<file path="config.mk">
export PLATFORM = sky130hd
export DESIGN_NAME = player_action_ctrl
export DESIGN_NICKNAME = d
export VERILOG_FILES = /design/src/rtl/player_pkg.sv /design/src/rtl/btn_sync.sv /design/src/rtl/player_action_ctrl.sv
export SDC_FILE = /design/constraint.sdc
export NUM_CORES = 1
export LEC_CHECK = 0
export CAP_MARGIN = 5
export CELL_PAD_IN_SITES_DETAIL_PLACEMENT = 0
export CELL_PAD_IN_SITES_GLOBAL_PLACEMENT = 1
export CORE_MARGIN = 3
export CORE_UTILIZATION = 35
export CTS_CLUSTER_SIZE = 25
export DETAILED_ROUTE_END_ITERATION = 6
export PLACE_DENSITY_LB_ADDON = 0.1
export SYNTH_ARGS = -nofsm -noshare
export SYNTH_HDL_FRONTEND = slang
export SYNTH_HIERARCHICAL = 1
export SYNTH_SLANG_ARGS = --single-unit
</file>
<file path="constraint.sdc">
create_clock -name clk -period 1.8 [get_ports clk]
set_clock_uncertainty 0.2 [all_clocks]
set_input_delay 0.36 -clock clk [delete_from_list [all_inputs] [get_ports clk]]
set_output_delay 0.36 -clock clk [all_outputs]
set_load 0.005 [all_outputs]
</file>
<file path="src/rtl/player_pkg.sv">
// player_pkg: shared direction/state encodings and counter width for the player controller
package player_pkg;

    localparam int CNT_W = 4;

    localparam logic [1:0] DIR_UP    = 2'd0;
    localparam logic [1:0] DIR_RIGHT = 2'd1;
    localparam logic [1:0] DIR_DOWN  = 2'd2;
    localparam logic [1:0] DIR_LEFT  = 2'd3;

    localparam logic [1:0] ST_IDLE     = 2'd0;
    localparam logic [1:0] ST_ATTACK   = 2'd1;
    localparam logic [1:0] ST_COOLDOWN = 2'd2;
    localparam logic [1:0] ST_PAUSED   = 2'd3;

    // Fixed priority among pressed directions: up > right > down > left
    function automatic logic [1:0] dir_sel(input logic up, input logic right, input logic down);
        return up ? DIR_UP : right ? DIR_RIGHT : down ? DIR_DOWN : DIR_LEFT;
    endfunction

endpackage

</file>
<file path="src/rtl/btn_sync.sv">
// btn_sync: parameterized-width two-flop synchronizer for asynchronous button pins
module btn_sync #(
    parameter int W = 1
) (
    input  logic         clk_i,
    input  logic         rst_ni,
    input  logic [W-1:0] d_i,
    output logic [W-1:0] q_o
);

    logic [W-1:0] meta_q;
    logic [W-1:0] sync_q;

    // Two back-to-back flops to resolve metastability on the raw pins
    always_ff @(posedge clk_i or negedge rst_ni) begin
        if (!rst_ni) begin
            meta_q <= '0;
            sync_q <= '0;
        end else begin
            meta_q <= d_i;
            sync_q <= meta_q;
        end
    end

    assign q_o = sync_q;

endmodule

</file>
<file path="src/rtl/player_action_ctrl.sv">
// player_action_ctrl: frame-paced move/attack/pause sequencer; PLAYER_CTRL_SYNC_EN adds button synchronizers
module player_action_ctrl
    import player_pkg::*;
#(
    parameter int ATTACK_FRAMES   = 4,
    parameter int COOLDOWN_FRAMES = 8,
    parameter int MOVE_DIV        = 2
) (
    input  logic       clk,
    input  logic       reset,
    input  logic       frame_tick,
    input  logic       up,
    input  logic       down,
    input  logic       left,
    input  logic       right,
    input  logic       A,
    input  logic       B,
    input  logic       start,
    output logic       move_valid,
    output logic [1:0] move_dir,
    output logic [1:0] facing,
    output logic       attack_start,
    output logic       sword_active,
    output logic       paused
);

    localparam logic [CNT_W-1:0] ATK_LD = CNT_W'(ATTACK_FRAMES - 1);
    localparam logic [CNT_W-1:0] CD_LD  = CNT_W'(COOLDOWN_FRAMES - 1);
    localparam logic [CNT_W-1:0] MV_TOP = CNT_W'(MOVE_DIV - 1);
    localparam logic [CNT_W-1:0] ONE    = CNT_W'(1);

    logic [6:0] btn_raw;
    logic [6:0] btn;

    assign btn_raw = {start, B, A, left, right, down, up};

`ifdef PLAYER_CTRL_SYNC_EN
    btn_sync #(.W(7)) u_btn_sync (
        .clk_i  (clk),
        .rst_ni (reset),
        .d_i    (btn_raw),
        .q_o    (btn)
    );
`else
    assign btn = btn_raw;
`endif

    logic [1:0]       state_q, state_d;
    logic [CNT_W-1:0] atk_cnt_q, atk_cnt_d;
    logic [CNT_W-1:0] move_cnt_q, move_cnt_d;
    logic [1:0]       move_dir_q, move_dir_d;
    logic [1:0]       facing_q, facing_d;
    logic             move_valid_q, move_valid_d;
    logic             attack_start_q, attack_start_d;
    logic             sword_q, sword_d;
    logic             start_q;
    logic             start_edge, atk_req, dir_req;
    logic [1:0]       dir;

    assign start_edge = btn[6] & ~start_q;
    assign atk_req    = btn[5] | btn[4];
    assign dir_req    = |btn[3:0];
    assign dir        = dir_sel(btn[0], btn[2], btn[1]);

    // Next-state: a start edge preempts any same-cycle tick; everything else waits for frame_tick
    always_comb begin
        state_d        = state_q;
        atk_cnt_d      = atk_cnt_q;
        move_cnt_d     = move_cnt_q;
        move_dir_d     = move_dir_q;
        facing_d       = facing_q;
        sword_d        = sword_q;
        move_valid_d   = 1'b0;
        attack_start_d = 1'b0;
        if (start_edge) begin
            if (state_q == ST_PAUSED) begin
                state_d    = ST_IDLE;
                move_cnt_d = MV_TOP;
            end else begin
                state_d   = ST_PAUSED;
                sword_d   = 1'b0;
                atk_cnt_d = '0;
            end
        end else if (frame_tick && state_q != ST_PAUSED) begin
            if (state_q == ST_ATTACK) begin
                state_d   = (atk_cnt_q == '0) ? ST_COOLDOWN : ST_ATTACK;
                atk_cnt_d = (atk_cnt_q == '0) ? CD_LD : atk_cnt_q - ONE;
                sword_d   = (atk_cnt_q != '0);
            end else if (state_q == ST_IDLE && atk_req) begin
                state_d        = ST_ATTACK;
                attack_start_d = 1'b1;
                sword_d        = 1'b1;
                atk_cnt_d      = ATK_LD;
            end else begin
                if (state_q == ST_COOLDOWN) begin
                    state_d   = (atk_cnt_q == '0) ? ST_IDLE : ST_COOLDOWN;
                    atk_cnt_d = (atk_cnt_q == '0) ? '0 : atk_cnt_q - ONE;
                end
                if (dir_req && move_cnt_q == MV_TOP) begin
                    move_valid_d = 1'b1;
                    move_dir_d   = dir;
                    facing_d     = dir;
                    move_cnt_d   = '0;
                end else if (move_cnt_q != MV_TOP) begin
                    move_cnt_d = move_cnt_q + ONE;
                end
            end
        end
    end

    // State, counters and registered command outputs
    always_ff @(posedge clk or negedge reset) begin
        if (!reset) begin
            state_q        <= ST_IDLE;
            atk_cnt_q      <= '0;
            move_cnt_q     <= MV_TOP;
            move_dir_q     <= DIR_UP;
            facing_q       <= DIR_UP;
            sword_q        <= 1'b0;
            move_valid_q   <= 1'b0;
            attack_start_q <= 1'b0;
            start_q        <= 1'b0;
        end else begin
            state_q        <= state_d;
            atk_cnt_q      <= atk_cnt_d;
            move_cnt_q     <= move_cnt_d;
            move_dir_q     <= move_dir_d;
            facing_q       <= facing_d;
            sword_q        <= sword_d;
            move_valid_q   <= move_valid_d;
            attack_start_q <= attack_start_d;
            start_q        <= btn[6];
        end
    end

    assign move_valid   = move_valid_q;
    assign move_dir     = move_dir_q;
    assign facing       = facing_q;
    assign attack_start = attack_start_q;
    assign sword_active = sword_q;
    assign paused       = (state_q == ST_PAUSED);

endmodule

</file>
==> results of run 1 <==
[metal layers]
metal | up-vias | global-route usage, % | part of all wire (%)
li1 | 458 | - | -
met1 | 429 | 20.2 | 49
met2 | 34 | 23.1 | 44
met3 | 0 | 2.19 | 6.3
met4 | 0 | 3.88 | 0
met5 | - | 0 | 0
[through the flow]
| stage | util [%] | setup WS, ns |
|---|---|---|
| floorplan | - | -0.00834 |
| global placement | 52.1 | -0.304 |
| detailed placement | 52.1 | -0.345 |
| CTS | 56.7 | -0.0868 |
| global route | 58.6 | -0.151 |
| finish | 58.6 | -0.0767 |
[layout make-up]
cell class,instances,area [um2]
inverter,7,26.3
fill,216,1050
sequential,16,404
multi-input combinational,71,578
tap,30,37.5
timing repair buffer,47,409
clock buffer,4,36.3
[worst max-delay path, cell delays in order, from the launching register on]
cell	delay (ns)
dfstp_2	0.57
ha_4	0.14
nor3b_4	0.20
nand2_2	0.09
nor4_4	0.23
mux2_4	0.33
[Yosys cell counts (2+ instances only)]
| cell type | n |
|---|---|
| mux2_2 | 2 |
| o2bb2ai_1 | 3 |
| ha_1 | 2 |
| nor2_1 | 8 |
| o21ai_0 | 2 |
| o31ai_1 | 2 |
| o32ai_1 | 2 |
| nor4_1 | 3 |
| buf_4 | 2 |
| dfrtp_1 | 15 |
| a21o_1 | 2 |
| a21oi_1 | 4 |
| nor3_1 | 4 |
| nand2_1 | 11 |
| inv_1 | 6 |
[registers in the layout, indices dropped and copies added (netlist names)]
register and flops:
attack_start 1, start_q 1, state_q 2, sword_active 1, move_valid 1, facing 2, move_cnt_q 4, atk_cnt_q 4
[worst paths after layout]
check / to / slack, ns / depth (start not counted)
worst max-delay path: facing[1]$_DFFE_PN0P_ / -0.08 / 5
worst min-delay path: move_valid$_DFF_PN0_ / 0.12 / 1
worst max register to register: facing[1]$_DFFE_PN0P_ / -0.08 / 5
worst min register to register: sword_active$_DFFE_PN0P_ / 0.32 / 1
max in group asynchronous: state_q[0]$_DFFE_PN0P_ / 0.80 / 2
min in group clk: sword_active$_DFFE_PN0P_ / 0.32 / 1
[logic make-up (layout without fill, tap and decap cells)]
group           after synthesis  in the layout
compound gates               25             25
fa+ha+maj                     2              2
buf+inv                      11             58
mux                           2              2
simple gates                 42             42
flops                        16             16
[power by group]
| part | internal [mW] | switching [mW] | total [mW] | leakage, nW |
|---|---|---|---|---|
| clock network | 0.123 | 0.122 | 0.245 | 0.0210 |
| logic | 0.653 | 0.494 | 1.15 | 0.453 |
| registers | 0.480 | 0.110 | 0.590 | 0.201 |
[what timing repair did]
item / in CTS / in global routing
buffers inserted: 6 / 4
gates resized for setup: 10 / 12
pin swaps: 1 / 2
setup endpoints to repair: 4 / 13
==> impl_metrics.env, run 1 <==
export IMPL_insertion_delay_ns=0.29
export IMPL_async_flop_share_pct=100
export IMPL_drt_iter0_drc=11
export IMPL_core_um2=2540
export IMPL_ios=18
export IMPL_grt_pass1_wl_um=3860
export IMPL_instances_no_fill=175
export IMPL_drive_gt1_share_pct=40.0
export IMPL_syn_mean_instance_area_um2=9.89
export IMPL_power_mw=1.98
export IMPL_synth_edf_count=0
export IMPL_hp_class="in2async"
export IMPL_clockRootBuffer="clkbuf_4"
export IMPL_critPathMaxFanout=3
export IMPL_synth_top_area_share_pct=38.7
export IMPL_path_clk_slew_ns=0.10
export IMPL_arrival_ns=1.86
export IMPL_maxCapViolations=0
export IMPL_finalCritPeriodShare_pct=104
export IMPL_detail_route_antenna_nets=0
export IMPL_rows=18
export IMPL_drc_errors=0
export IMPL_synthTopCellsByArea="dfrtp_1, nand2_1, nor2_1"
export IMPL_violations="setup timing"
export IMPL_worstSetupEndpointType="flop"
export IMPL_r2r_start="move_cnt_q[0]$_DFFE_PN1P_"
export IMPL_fp_dieH_um=58.6
export IMPL_synth_compound_area_share_pct=19.9
export IMPL_synthFlopType="dfrtp_1"
export IMPL_cts_buffers_inserted=3
export IMPL_postCtsHoldBufs=0
export IMPL_nNetsFinal=158
export IMPL_start_kind="flop"
export IMPL_ys_seq_area_share_pct=41.4
export IMPL_final_common_cell="buf_4"
export IMPL_die_w_um=58.6
export IMPL_finalHoldViolCount=0
export IMPL_ir_drop_mv=1.17
export IMPL_wire_per_inst_um=13.3
export IMPL_grt_pass1_vias=902
export IMPL_synth_xor_area_share_pct=0
export IMPL_ys_seq_elements=16
export IMPL_synth_top_family_by_area="simple AND/OR/NAND/NOR gates"
export IMPL_gp_congestion=0.916
export IMPL_start_util_pct=38.1
export IMPL_cts_tree="done"
export IMPL_final_cell_mix="buf_4, clkdlybuf4s50_1, dfrtp_1"
export IMPL_required_ns=1.78
export IMPL_drt_pass1_iterations=4
export IMPL_cts_buffer_depth=2
export IMPL_final_area_um2=1490
export IMPL_grt_ovfl_total=0
export IMPL_port_buffers=17
export IMPL_place_area_um2=1330
export IMPL_synthMuxAreaShare_pct=2.32
export IMPL_setup_viol=2
export IMPL_num_vias=921
export IMPL_htree_levels=1
export IMPL_p_leak_nw=0.675
export IMPL_fp_dieArea_um2=3440
export IMPL_n_antenna_cell=0
export IMPL_holdWs_ns=0.122
export IMPL_cts_sink_count=16
export IMPL_critPathKind="reg2reg"
export IMPL_antenna_found_initial=0
export IMPL_period_minus_slack_ns=1.88
export IMPL_fin_setup_tns_ns=-0.150
export IMPL_pwr_density_cell_nw_per_um2=1330
export IMPL_syn_nets=110
export IMPL_rsz0062_at_grt="yes"
export IMPL_synth_fa_ha_area_share_pct=2.58
export IMPL_yosysTopAreaCell="dfrtp_1"
export IMPL_synthDistinctLibCells=45
export IMPL_dp_hpwl_um=1760
export IMPL_relSlewSlack_pct=77.5
export IMPL_critPathLaunch="move_cnt_q[0]$_DFFE_PN1P_"
export IMPL_synth_simple_gate_area_share_pct=28.0
export IMPL_max_slew_worst_pin_slew_ns=0.336
export IMPL_ys_warn_count=6
export IMPL_syn_inst=98
export IMPL_outcome="complete, but fails checks"
export IMPL_routed_wl_um=2320
export IMPL_report_final_slew_viol_count=0
export IMPL_dp_cells=164
export IMPL_syn2layout_area_growth_pct=53.8
export IMPL_fin_ws_ns=-0.0767
export IMPL_routed_via_density=5.26
export IMPL_fmax_ghz=0.533
export IMPL_syn_cell_area_um2=970
export IMPL_grt_max_degree=10
export IMPL_grt_usage_pct=14.4
No activity file was read; power rests on OpenSTA's default activity.
==> run 2, diff against run 1 <==
--- a/config.mk
+++ b/config.mk
@@ -13,6 +13,7 @@
 export CTS_CLUSTER_SIZE = 25
 export DETAILED_ROUTE_END_ITERATION = 6
 export PLACE_DENSITY_LB_ADDON = 0.1
+export SLEW_MARGIN = 20
 export SYNTH_ARGS = -nofsm -noshare
 export SYNTH_HDL_FRONTEND = slang
 export SYNTH_HIERARCHICAL = 1
==> results of run 2 <==
The final DEF is identical to that of run 1; final timing and power are the same.
==> run 3, diff against run 2 <==
--- a/config.mk
+++ b/config.mk
@@ -12,6 +12,7 @@
 export CORE_UTILIZATION = 35
 export CTS_CLUSTER_SIZE = 25
 export DETAILED_ROUTE_END_ITERATION = 6
+export GPL_ROUTABILITY_DRIVEN = 0
 export PLACE_DENSITY_LB_ADDON = 0.1
 export SLEW_MARGIN = 20
 export SYNTH_ARGS = -nofsm -noshare
==> results of run 3 <==
The final DEF is identical to that of run 1; final timing and power are the same.
